## config.mk

```make
export PLATFORM = sky130hd
export DESIGN_NAME = instr_fetch_unit
export DESIGN_NICKNAME = d
export VERILOG_FILES = /design/src/rtl/shrv32_pkg.sv /design/src/rtl/fetch_fifo.sv /design/src/rtl/instr_fetch_unit.sv
export SDC_FILE = /design/constraint.sdc
export NUM_CORES = 1
export LEC_CHECK = 0
export BUFFER_PORTS_ARGS = -buffer_cell sky130_fd_sc_hd__buf_2
export CAP_MARGIN = 10
export CORE_MARGIN = 1.5
export CORE_UTILIZATION = 57
export CTS_BUF_LIST = sky130_fd_sc_hd__clkbuf_2 sky130_fd_sc_hd__clkbuf_4 sky130_fd_sc_hd__clkbuf_8
export DETAILED_ROUTE_END_ITERATION = 12
export MAX_ROUTING_LAYER = met4
export PLACE_DENSITY = 0.94
export SETUP_SLACK_MARGIN = 0.05
export SLEW_MARGIN = 20
export SYNTH_ARGS = -nofsm -noshare
export SYNTH_HDL_FRONTEND = slang
export SYNTH_SLANG_ARGS = --single-unit
```

## constraint.sdc

```tcl
create_clock -name clk -period 6.95 [get_ports clk]
set_input_delay 0.3475 -clock clk [delete_from_list [all_inputs] [get_ports clk]]
set_output_delay 0.3475 -clock clk [all_outputs]
set_load 0.005 [all_outputs]
```

## src/rtl/shrv32_pkg.sv

```systemverilog
// shrv32_pkg: constants and types shared by the shrv32 fetch and decode stages
package shrv32_pkg;
  localparam logic [31:0] NOP_INST   = 32'h0000_0013;
  localparam logic [4:0]  OPC_LOAD   = 5'b00000;
  localparam logic [4:0]  OPC_OPIMM  = 5'b00100;
  localparam logic [4:0]  OPC_AUIPC  = 5'b00101;
  localparam logic [4:0]  OPC_STORE  = 5'b01000;
  localparam logic [4:0]  OPC_OP     = 5'b01100;
  localparam logic [4:0]  OPC_LUI    = 5'b01101;
  localparam logic [4:0]  OPC_BRANCH = 5'b11000;
  localparam logic [4:0]  OPC_JALR   = 5'b11001;
  localparam logic [4:0]  OPC_JAL    = 5'b11011;
  localparam logic [4:0]  OPC_SYSTEM = 5'b11100;
  typedef enum logic [1:0] {BOOT, RUN, DRAIN} fetch_state_t;
endpackage

```

## src/rtl/fetch_fifo.sv

```systemverilog
// fetch_fifo: synchronous FIFO with clear; registered storage, no write-to-read bypass
module fetch_fifo #(
  parameter int DEPTH = 2,
  parameter int WIDTH = 64,
  parameter int CW = $clog2(DEPTH + 1)
) (
  input  logic             clk,
  input  logic             rst,
  input  logic             clr,
  input  logic             push,
  input  logic [WIDTH-1:0] din,
  input  logic             pop,
  output logic [WIDTH-1:0] dout,
  output logic [CW-1:0]    count,
  output logic             empty
);
  localparam int AW = DEPTH > 1 ? $clog2(DEPTH) : 1;
  logic [WIDTH-1:0] mem [DEPTH];
  logic [AW-1:0] wp, rp;
  function automatic logic [AW-1:0] inc(input logic [AW-1:0] p);
    return p == AW'(DEPTH - 1) ? '0 : p + 1'b1;
  endfunction
  always_ff @(posedge clk or posedge rst)
    if (rst) begin
      wp <= '0;
      rp <= '0;
      count <= '0;
    end else if (clr) begin
      wp <= '0;
      rp <= '0;
      count <= '0;
    end else begin
      if (push) wp <= inc(wp);
      if (pop) rp <= inc(rp);
      count <= count + CW'(push) - CW'(pop);
    end
  always_ff @(posedge clk)
    if (push && !clr) mem[wp] <= din;
  assign dout = mem[rp];
  assign empty = count == '0;
endmodule

```

## src/rtl/instr_fetch_unit.sv

```systemverilog
// instr_fetch_unit: shrv32 fetch stage; credit-limited in-order imem reads buffered for decode
module instr_fetch_unit
  import shrv32_pkg::*;
#(
  parameter logic [31:0] RESET_PC = 32'h0000_0000,
  parameter int FIFO_DEPTH = 2
) (
  input  logic        clk,
  input  logic        rst,
  output logic        imem_req_valid,
  input  logic        imem_req_ready,
  output logic [31:0] imem_req_addr,
  input  logic        imem_resp_valid,
  input  logic [31:0] imem_resp_data,
  input  logic        redirect_valid,
  input  logic [31:0] redirect_pc,
  output logic        dec_valid,
  input  logic        dec_ready,
  output logic [31:0] dec_inst,
  output logic [31:0] dec_pc,
  output logic [4:0]  opcode,
  output logic [2:0]  funct3,
  output logic [6:0]  funct7
);
  localparam int CW = $clog2(FIFO_DEPTH + 1) + 1;
  fetch_state_t state, state_d;
  logic [31:0] fetch_pc, resp_pc;
  logic [CW-1:0] inflight, inflight_d, drop_cnt, drop_d, count;
  logic [63:0] head;
  logic empty, req_fire, resp_live, push, pop, unused_ok;
  assign unused_ok = &{1'b0, redirect_pc[1:0]};
  assign req_fire = imem_req_valid & imem_req_ready;
  // with no request outstanding (e.g. just after reset) a response is not ours
  assign resp_live = imem_resp_valid & ((drop_cnt != '0) | (inflight != '0));
  assign push = resp_live & (drop_cnt == '0) & !redirect_valid;
  assign pop = dec_valid & dec_ready & !redirect_valid;
  assign imem_req_valid = (state != BOOT) & !redirect_valid &
                          ((inflight + count + drop_cnt) < CW'(FIFO_DEPTH));
  assign imem_req_addr = fetch_pc;
  // live requests are consecutive words ending just below fetch_pc
  assign resp_pc = fetch_pc - {inflight, 2'b00};
  always_comb begin
    inflight_d = redirect_valid ? '0 : inflight + CW'(req_fire) - CW'(push);
    drop_d = redirect_valid ? drop_cnt + inflight - CW'(resp_live)
                            : drop_cnt - CW'(resp_live & (drop_cnt != '0));
    state_d = state == BOOT ? RUN : (drop_d != '0 ? DRAIN : RUN);
  end
  always_ff @(posedge clk or posedge rst)
    if (rst) begin
      state <= BOOT;
      fetch_pc <= RESET_PC;
      inflight <= '0;
      drop_cnt <= '0;
    end else begin
      state <= state_d;
      inflight <= inflight_d;
      drop_cnt <= drop_d;
      fetch_pc <= redirect_valid ? {redirect_pc[31:2], 2'b00} : req_fire ? fetch_pc + 32'd4 : fetch_pc;
    end
  fetch_fifo #(.DEPTH(FIFO_DEPTH), .WIDTH(64), .CW(CW)) u_fifo (
    .clk(clk),
    .rst(rst),
    .clr(redirect_valid),
    .push(push),
    .din({resp_pc, imem_resp_data}),
    .pop(pop),
    .dout(head),
    .count(count),
    .empty(empty)
  );
  assign dec_valid = !empty;
  assign dec_inst = empty ? NOP_INST : head[31:0];
  assign dec_pc = empty ? fetch_pc : head[63:32];
  assign opcode = dec_inst[6:2];
  assign funct3 = dec_inst[14:12];
  assign funct7 = dec_inst[31:25];
endmodule

```

==> results_dict.tcl, run 1 <==
set metrics [dict create \
    status "finished, final reports clean" \
    finalMaxSlewViolations 0 \
    timing.setup.tns_ns 0 \
    routed_wl_mm 18.3 \
    startpoint_type "flop" \
    total_leakage_power_nw 3.86 \
    grt_pass1_vias 5464 \
    cts_setup_buffers 0 \
    path_max_fanout 25 \
    yosys_warnings 0 \
    clockRootBuffer "clkbuf_8" \
    synthXorXnorAreaFrac_pct 5.19 \
    final_cells 1052 \
    ioPinCount 183 \
    tightest_slew_ns 0.971 \
    cp.arrival_ns 4.85 \
    syn2layout_area_growth_pct 15.2 \
    avgSynthCellArea_um2 11.7 \
    ff2ff_path_depth 12 \
    vias 6104 \
    critPathTopFamily "adder cells" \
    initial_utilization_pct 58.0 \
    drc 0 \
    cts_hold_buffers 0 \
    clk_latency_ns 0.45 \
    final_cell_area_um2 9630 \
    fin_crit_sh_pct 65.7 \
    die_w_um 124 \
    antenna_left 0 \
    clock_skew_ns 0.0120 \
    crit_required_ns 7.24 \
    synth_top_family_by_area "simple AND/OR/NAND/NOR gates" \
    netlist_area_um2 8360 \
    ctsResizeCount 0 \
    maxCapViolations 0 \
    synth.top_cell.area_share_pct 44.5 \
    cts_tree "done" \
    dp_hpwl_mm 12.3 \
    n_fill_cell 1031 \
    yosysTopAreaCell "edfxtp_1" \
    drive_above_1_share_pct 26.0 \
    grt_pass1_wl_mm 27.8 \
    grt_usage_pct 24.8 \
    synth-edff-count 124 \
    synth-seq-area-share_pct 57.4 \
    synthDistinctLibCells 59 \
    netlist_instances 716 \
    dr.first_iter.drc_count 549 \
    setup_viol 0 \
    antenna_found_initial 0 \
    cp-end-kind "flop" \
    fin_util_pct 66.8 \
    fin_nets 946 \
    synthAdderAreaFrac_pct 3.44 \
    synth-compound-area-share_pct 7.11 \
    dpl_cell_area_um2 9220 \
    hold_viol_final 0 \
    slowest_stage "or4b_1" \
    cts_max_path_buffers 2 \
    cp_num_cells 12 \
    p_per_area_nw_per_um2 332 \
    ys_ff_latch 167 \
    diodes 0 \
    critPathMaxStageDelay_ns 0.73 \
    vias_per_cell 5.80 \
    path_clk_slew_ns 0.08 \
    placed_cells 1021 \
    worst_hold_slack_ns 0.0236 \
    io_buffers 176 \
    crit_chain "fa_1 > ha_1 > or4b_1 > nor2_2 > inv_1 > ha_1 > inv_1 > ha_1 > inv_1 > fa_1 > xnor2_1 > nor2_1" \
    period_needed_ns 4.57 \
    numCtsBuffers 17 \
    row_count 44 \
    grt_overflow_total 0 \
    wire_per_inst_um 17.4 \
    core_um2 14400 \
    worst-path-buf-inv 3 \
    synth.area.mux_share_pct 7.66 \
    htree_levels 4 \
    grt_max_degree 91 \
    synthSimpleGateAreaFrac_pct 13.9 \
    timing.slew.headroom_pct 35.3 \
    cts.sinks 167 \
    synth_area_leaders "edfxtp_1 (45%), dfrtp_1 (13%), mux2i_1 (7.7%)" \
    die_y_um 124 \
    routabilityCongestion 0.910 \
    rsz0062_at_grt "false" \
    max_freq_ghz 0.219 \
    async_reset_ff_share_pct 25.7 \
    synthFlopType "edfxtp_1" \
    die_area_um2 15400 \
    min_path_type "primary input to asynchronous set/reset pin" \
    drt-pass1-iter-count 6 \
    peakVddDrop_mv 0.234 \
    path_class "flop to flop" \
]
[cell type report]
class | count | area [um2] | area share, %
timing repair buffer | 183 | 933 | 9.69
clock inverter | 11 | 156 | 1.62
inverter | 28 | 105 | 1.09
sequential | 167 | 4800 | 49.9
clock buffer | 20 | 256 | 2.66
multi-input combinational | 459 | 3140 | 32.7
tap | 184 | 230 | 2.39
[path summary, 6_finish.rpt]
path,start,endpoint,slack (ns)
min in group clk,imem_resp_data[1],u_fifo.mem[1][1]$_DFFE_PP_,0.08
max in group asynchronous,rst,u_fifo.rp$_DFFE_PP0P_,6.49
worst min register to register,state[1]$_DFF_PP0_,state[0]$_DFF_PP0_,0.49
worst max register to register,inflight[1]$_DFF_PP0_,inflight[2]$_DFF_PP0_,2.38
worst min-delay path,rst,imem_req_addr[23]$_DFFE_PP0N_,0.02
worst max-delay path,inflight[1]$_DFF_PP0_,inflight[2]$_DFF_PP0_,2.38
[stage by stage]
step / power, mW / setup WS, ns
2_1_floorplan: 2.06 / 1.17
3_3_place_gp: 2.44 / 2.67
3_5_place_dp: 2.49 / 2.57
4_1_cts: 3.21 / 2.45
5_1_grt: 3.42 / 2.19
6_report: 3.20 / 2.38
[cell usage in the layout, fill, tap and decap left out, types with 3 or more instances in the layout]
cell type,instances
clkinv_2,5
nor2b_1,5
nand2_1,67
buf_2,176
a221o_1,7
clkbuf_4,3
a21boi_0,5
mux2i_1,64
o31a_1,3
dfrtp_1,42
fa_1,5
buf_4,7
clkbuf_8,17
nand3_1,17
edfxtp_1,124
nor3_1,18
nor4_1,14
and4_1,3
xor2_1,14
bufinv_16,4
and2_1,4
inv_1,27
or3_1,4
conb_1,4
ha_1,15
o21ai_0,56
nand2b_1,4
or4_1,5
nand4_1,9
xnor2_1,33
nor2_1,56
and3_1,8
[cells in the mapped netlist (all sizes together) (2+ instances only)]
| cell | instances |
|---|---|
| nand3 | 17 |
| nand2 | 67 |
| xor2 | 14 |
| nand2b | 4 |
| and3 | 8 |
| a21oi | 2 |
| nor4b | 2 |
| a21bo | 2 |
| xnor2 | 33 |
| o31ai | 2 |
| nor2b | 5 |
| or4 | 6 |
| ha | 15 |
| a221o | 7 |
| buf | 32 |
| a31oi | 2 |
| o21ai | 56 |
| dfrtp | 43 |
| mux2i | 64 |
| fa | 5 |
| edfxtp | 124 |
| or3 | 6 |
| nor4 | 16 |
| o31a | 3 |
| nand4 | 9 |
| clkbuf | 33 |
| a211o | 2 |
| inv | 27 |
| and2 | 5 |
| nor2 | 57 |
| nor3b | 2 |
| a21o | 3 |
| nor3 | 20 |
| and4 | 3 |
| a21boi | 5 |
[registers in the layout, summed over array words and instances (netlist names)]
name,cells
drop_cnt,3
imem_req_addr,30
inflight,3
state,2
u_fifo.count,3
u_fifo.mem,124
u_fifo.rp,1
u_fifo.wp,1
[worst register-to-register path: cells and delay by family, from the launching register on]
family	cells	cell delay (ns)
fa+ha+maj	5	1.81
simple gates	3	1.30
buf+inv	3	0.60
flops	1	0.50
xor+xnor	1	0.21
[power by group]
group / switching, mW / leakage [nW] / internal (mW)
clock network: 0.327 / 0.214 / 0.396
registers: 0.150 / 1.65 / 1.16
logic: 0.656 / 2.00 / 0.511
total: 1.13 / 3.86 / 2.06
[routing by layer]
metal	vias to the layer above	global-route usage [%]	routed length (um)
li1	2837	-	-
met1	2893	32.9	7640
met2	344	36.9	8640
met3	30	6.68	1650
met4	0	9.09	336
met5	-	-	0
[logic make-up after synthesis]
kind of cell / count (synthesis)
and+or+nand+nor: 230
muxes: 64
DFF: 167
AOI/OAI and AO/OA: 93
adders and majority gates: 20
buffers and inverters: 93
xor gates and xnor gates: 48
other: 1
Power figures use the tool's default switching activity.
==> inputs of run 2 (changes only) <==
clock period = 4.35 ns   (was 6.95 ns; I/O delays follow)
==> results_dict.tcl, run 2 (same netlist as run 1, synthesis figures left out) <==
set metrics [dict create \
    final_cells 1105 \
    drive_above_1_share_pct 24.9 \
    peakVddDrop_mv 0.351 \
    critPathLaunch "inflight[1]$_DFF_PP0_" \
    drt-pass1-iter-count 5 \
    path_class "flop to flop" \
    rsz0062_at_grt "false" \
    setup_viol 0 \
    status "finished, final reports clean" \
    cp.arrival_ns 4.00 \
    grt_max_degree 90 \
    final_cell_mix "buf_2 (176), edfxtp_1 (124), nand2_1 (67)" \
    io_buffers 176 \
    initial_utilization_pct 58.0 \
    seq_power_share_pct 39.3 \
    register_area_um2 4800 \
    numCtsBuffers 17 \
    drc 0 \
    crit_required_ns 4.68 \
    ctsResizeCount 0 \
    power_switching_share_pct 34.5 \
    multi_input_area_um2 3150 \
    cts_max_path_buffers 2 \
    cp-end-kind "flop" \
    vias_per_cell 5.75 \
    total_leakage_power_nw 4.13 \
    period_needed_ns 3.67 \
    hold_viol_final 0 \
    ioPinCount 183 \
    timing.slew.headroom_pct 25.6 \
    grt_pass1_vias 5977 \
    clockRootBuffer "clkbuf_8" \
    timing.setup.tns_ns 0 \
    die_y_um 124 \
    dr.first_iter.drc_count 559 \
    routed_wl_mm 19.9 \
    final_common_cell "buf_2" \
    tightest_slew_ns 1.12 \
    dpl_cell_area_um2 9250 \
    grt_pass1_wl_mm 30.3 \
    syn2layout_area_growth_pct 22.7 \
    clock_skew_ns 0.0107 \
    largest_reg_flops 124 \
    clk_latency_ns 0.46 \
    p_clk_share_pct 25.9 \
    cts.sinks 167 \
    worstHoldEndpoint "imem_req_addr[19]$_DFFE_PP0N_" \
    diodes 0 \
    finalMaxSlewViolations 0 \
    min_path_type "primary input to flop" \
    startpoint_type "flop" \
    row_count 44 \
    power_frac_comb_pct 34.7 \
    fin_util_pct 71.1 \
    hp-start "redirect_pc[19]" \
    cts_tree "done" \
    wire_per_inst_um 18.0 \
    worstHoldPathCells 3 \
    p_sw_mw 1.88 \
    antenna_left 0 \
    final_cell_area_um2 10300 \
    grt_overflow_total 0 \
    path_max_fanout 12 \
    rrSetupSlack_ns 0.68 \
    fin_crit_sh_pct 84.3 \
    grt_usage_pct 27.0 \
    ff2ff_path_depth 14 \
    vias 6353 \
    p_per_area_nw_per_um2 531 \
    rr_endpoint "inflight[2]$_DFF_PP0_" \
    die_w_um 124 \
    die_area_um2 15400 \
    antenna_found_initial 0 \
    max_freq_ghz 0.273 \
    dp_hpwl_mm 12.7 \
    htree_levels 4 \
    n_fill_cell 933 \
    path_clk_slew_ns 0.09 \
    rr_startpoint "inflight[1]$_DFF_PP0_" \
    maxCapViolations 0 \
    routabilityCongestion 0.924 \
    top_register "u_fifo.mem" \
    p_int_mw 3.57 \
    core_um2 14400 \
    placed_cells 1024 \
    fin_nets 999 \
]
[run 2: changes by cell type in the layout (fill, tap and decap cells not counted), moves of 2 or more]
| cell | previous run | this run |
|---|---|---|
| clkinv_2 | 5 | 1 |
| buf_4 | 7 | 10 |
| bufinv_16 | 4 | 8 |
| clkinv_4 | 0 | 2 |
| clkbuf_4 | 3 | 1 |
| dlygate4sd3_1 | 0 | 50 |
[run 2: cell type report]
class                           count  share of cell area [%]
Sequential cell                   167                    46.8
Multi-Input combinational cell    459                    30.7
Timing Repair Buffer              236                    14.2
Clock inverter                     13                    2.68
Clock buffer                       18                    2.35
Tap cell                          184                    2.24
Inverter                           28                    1.02
[run 2: power by group through the flow]
stage                     Combinational, mW  Clock [mW]  Sequential, mW
after CTS                              1.89        1.43            2.14
after global placement                 1.75           0            2.16
after global routing                   2.13        1.50            2.16
after floorplan                        1.32           0            1.97
after detailed placement               1.83           0            2.17
final                                  1.89        1.41            2.14
[run 2: metal layers]
metal  routed length [um]  vias up  global-route usage [%]
met1                 8130     3006                    33.5
met4                  676        0                    13.1
li1                     -     2939                       -
met5                    0        -                       -
met2                 9490      352                    42.8
met3                 1570       56                    5.17
[run 2: what timing repair did]
action,CTS,global route
setup buffers,0,0
hold endpoints to repair,124,0
endpoints found under the setup margin,0,0
hold buffers,50,0
[run 2: critical path, stage by stage (launching register included)]
cell     delay, ns
dfrtp_1       0.50
fa_1          0.53
ha_1          0.32
or4b_1        0.51
buf_4         0.19
nor2_2        0.08
buf_4         0.17
inv_1         0.07
ha_1          0.28
inv_1         0.07
ha_1          0.16
inv_1         0.07
fa_1          0.38
xnor2_1       0.16
nor2_1        0.05
[run 2: worst max-delay path by stage]
stage          slack (ns)  cells past startpoint                         end
2_1_floorplan        0.60                      4  u_fifo.mem[0][0]$_DFFE_PP_
5_1_grt              0.45                     14       inflight[2]$_DFF_PP0_
4_1_cts              0.68                     14       inflight[2]$_DFF_PP0_
6_report             0.68                     14       inflight[2]$_DFF_PP0_
3_5_place_dp         0.79                     14       inflight[2]$_DFF_PP0_
3_3_place_gp         0.82                     14       inflight[2]$_DFF_PP0_
[run 2: stage by stage]
stage | worst slack (ns) | power (mW) | hold WS (ns)
floorplan | 0.597 | 3.29 | 0.316
global placement | 0.821 | 3.91 | 0.383
detailed placement | 0.789 | 4.00 | 0.393
CTS | 0.682 | 5.46 | 0.0141
global route | 0.447 | 5.80 | 0.0226
finish | 0.683 | 5.45 | 0.0411
==> inputs of run 3 (changes only) <==
clock period = 3.5 ns   (was 4.35 ns; I/O delays follow)
==> results_dict.tcl, run 3 (same netlist as run 1, synthesis figures left out) <==
set metrics [dict create \
    status "finished, final reports clean" \
    final_common_cell "buf_2" \
    peakVddDrop_mv 0.426 \
    cts_tree "done" \
    drt-pass1-iter-count 5 \
    min_path_type "primary input to flop" \
    io_buffers 176 \
    dp_hpwl_mm 12.8 \
    grt_pass1_wl_mm 32.1 \
    cts.sinks 167 \
    numCtsBuffers 17 \
    fin_nets 1008 \
    largest_reg_flops 124 \
    timing.setup.tns_ns 0 \
    syn2layout_area_growth_pct 23.2 \
    path_class "flop to flop" \
    hp-start "redirect_pc[24]" \
    fin_crit_sh_pct 91.6 \
    drc 0 \
    startpoint_type "flop" \
    vias_per_cell 5.81 \
    htree_levels 4 \
    clock_skew_ns 0.0113 \
    p_per_area_nw_per_um2 637 \
    antenna_left 0 \
    clockRootBuffer "clkbuf_8" \
    top_register "u_fifo.mem" \
    grt_usage_pct 29.0 \
    grt_pass1_vias 6391 \
    routabilityCongestion 0.857 \
    total_leakage_power_nw 4.13 \
    antenna_found_initial 0 \
    hold_viol_final 0 \
    worstHoldEndpoint "imem_req_addr[24]$_DFFE_PP0N_" \
    place_ws_ns 0.150 \
    cts_max_path_buffers 2 \
    die_y_um 124 \
    rsz0062_at_grt "false" \
    cp.arrival_ns 3.56 \
    die_w_um 124 \
    max_freq_ghz 0.312 \
    core_um2 14400 \
    rr_startpoint "inflight[1]$_DFF_PP0_" \
    maxCapViolations 0 \
    period_needed_ns 3.21 \
    tightest_slew_ns 0.911 \
    clk_latency_ns 0.47 \
    setup_viol 0 \
    rr_endpoint "inflight[2]$_DFF_PP0_" \
    ff2ff_path_depth 12 \
    rrSetupSlack_ns 0.29 \
    critPathLaunch "inflight[1]$_DFF_PP0_" \
    finalMaxSlewViolations 0 \
    grt_overflow_total 0 \
    initial_utilization_pct 58.0 \
    path_max_fanout 2 \
    crit_required_ns 3.85 \
    worstHoldPathCells 3 \
    diodes 0 \
    vias 6477 \
    final_cell_mix "buf_2 (176), edfxtp_1 (124), nand2_1 (67)" \
    grt_max_degree 90 \
    dr.first_iter.drc_count 430 \
    worst_hold_slack_ns 0.0421 \
    row_count 44 \
    layout_setup_ws_ns 0.292 \
    cp-end-kind "flop" \
    routed_wl_mm 21.0 \
    die_area_um2 15400 \
    ioPinCount 183 \
    wire_per_inst_um 18.8 \
    drive_above_1_share_pct 25.6 \
    path_clk_slew_ns 0.09 \
    timing.slew.headroom_pct 39.3 \
]
==> run 3: cell count changes in the layout (fill, tap and decap cells not counted), moves of 2 or more <==
| cell | delta |
|---|---|
| buf_4 | +2 |
| dfrtp_1 | -2 |
| inv_6 | +3 |
| dfrtp_2 | +2 |
| clkinvlp_4 | +4 |
| bufinv_16 | -4 |
| dlygate4sd3_1 | +5 |
| buf_12 | +2 |
==> run 3: worst max-delay path: stages (launching register included) <==
cell and delay, ns:
dfrtp_2 0.44, fa_1 0.49, ha_1 0.32, or4b_4 0.52, nor2_4 0.13, inv_1 0.06
ha_1 0.29, inv_1 0.06, ha_1 0.14, inv_1 0.05, fa_1 0.37, xnor2_1 0.17
nor2_1 0.05
==> run 3: power breakdown <==
| group | switching, mW | internal (mW) | leakage [nW] | total, mW |
|---|---|---|---|---|
| registers | 0.271 | 2.30 | 1.64 | 2.57 |
| logic | 1.38 | 1.08 | 2.27 | 2.47 |
| clock network | 0.727 | 0.802 | 0.211 | 1.53 |
| total | 2.38 | 4.18 | 4.13 | 6.57 |
==> run 3: what timing repair did <==
item	in CTS	in global routing
resized for setup	0	1
hold buffers	55	0
buffers inserted	0	1
hold endpoints to repair	129	0
setup endpoints to repair	0	1
==> run 3: worst max path at each step <==
stage                                  endpoint  slack, ns  cells past startpoint
after floorplan           inflight[2]$_DFF_PP0_       0.06                     13
after global placement    inflight[2]$_DFF_PP0_       0.25                     12
after detailed placement  inflight[2]$_DFF_PP0_       0.15                     12
after CTS                 inflight[2]$_DFF_PP0_       0.14                     12
after global routing      inflight[2]$_DFF_PP0_       0.15                     13
final                     inflight[2]$_DFF_PP0_       0.29                     12
==> run 3: final cells by class <==
cell class                      instances  area, um2
Sequential cell                       167       4810
Fill cell                             949       4120
Multi-Input combinational cell        459       3160
Timing Repair Buffer                  245       1560
Clock buffer                           19        249
Tap cell                              184        230
Clock inverter                         13        194
Inverter                               28        105
==> run 3: per-layer routing <==
layer  GRT usage, %  vias up  routed length (um)
met1           33.3     3107                7910
li1               -     2958                   -
met4           12.3        0                 658
met5              -        -                   0
met3           7.60       58                1680
met2           48.3      354               10700
==> run 3: through the flow <==
step	power (mW)	util [%]	area, um2	instances
6_report	6.57	71.4	10300	1115
5_1_grt	6.98	71.4	10300	1115
4_1_cts	6.53	71.4	10300	1114
3_5_place_dp	4.98	64.5	9300	1027
3_3_place_gp	4.87	64.5	9300	1027
2_1_floorplan	4.11	-	8390	719
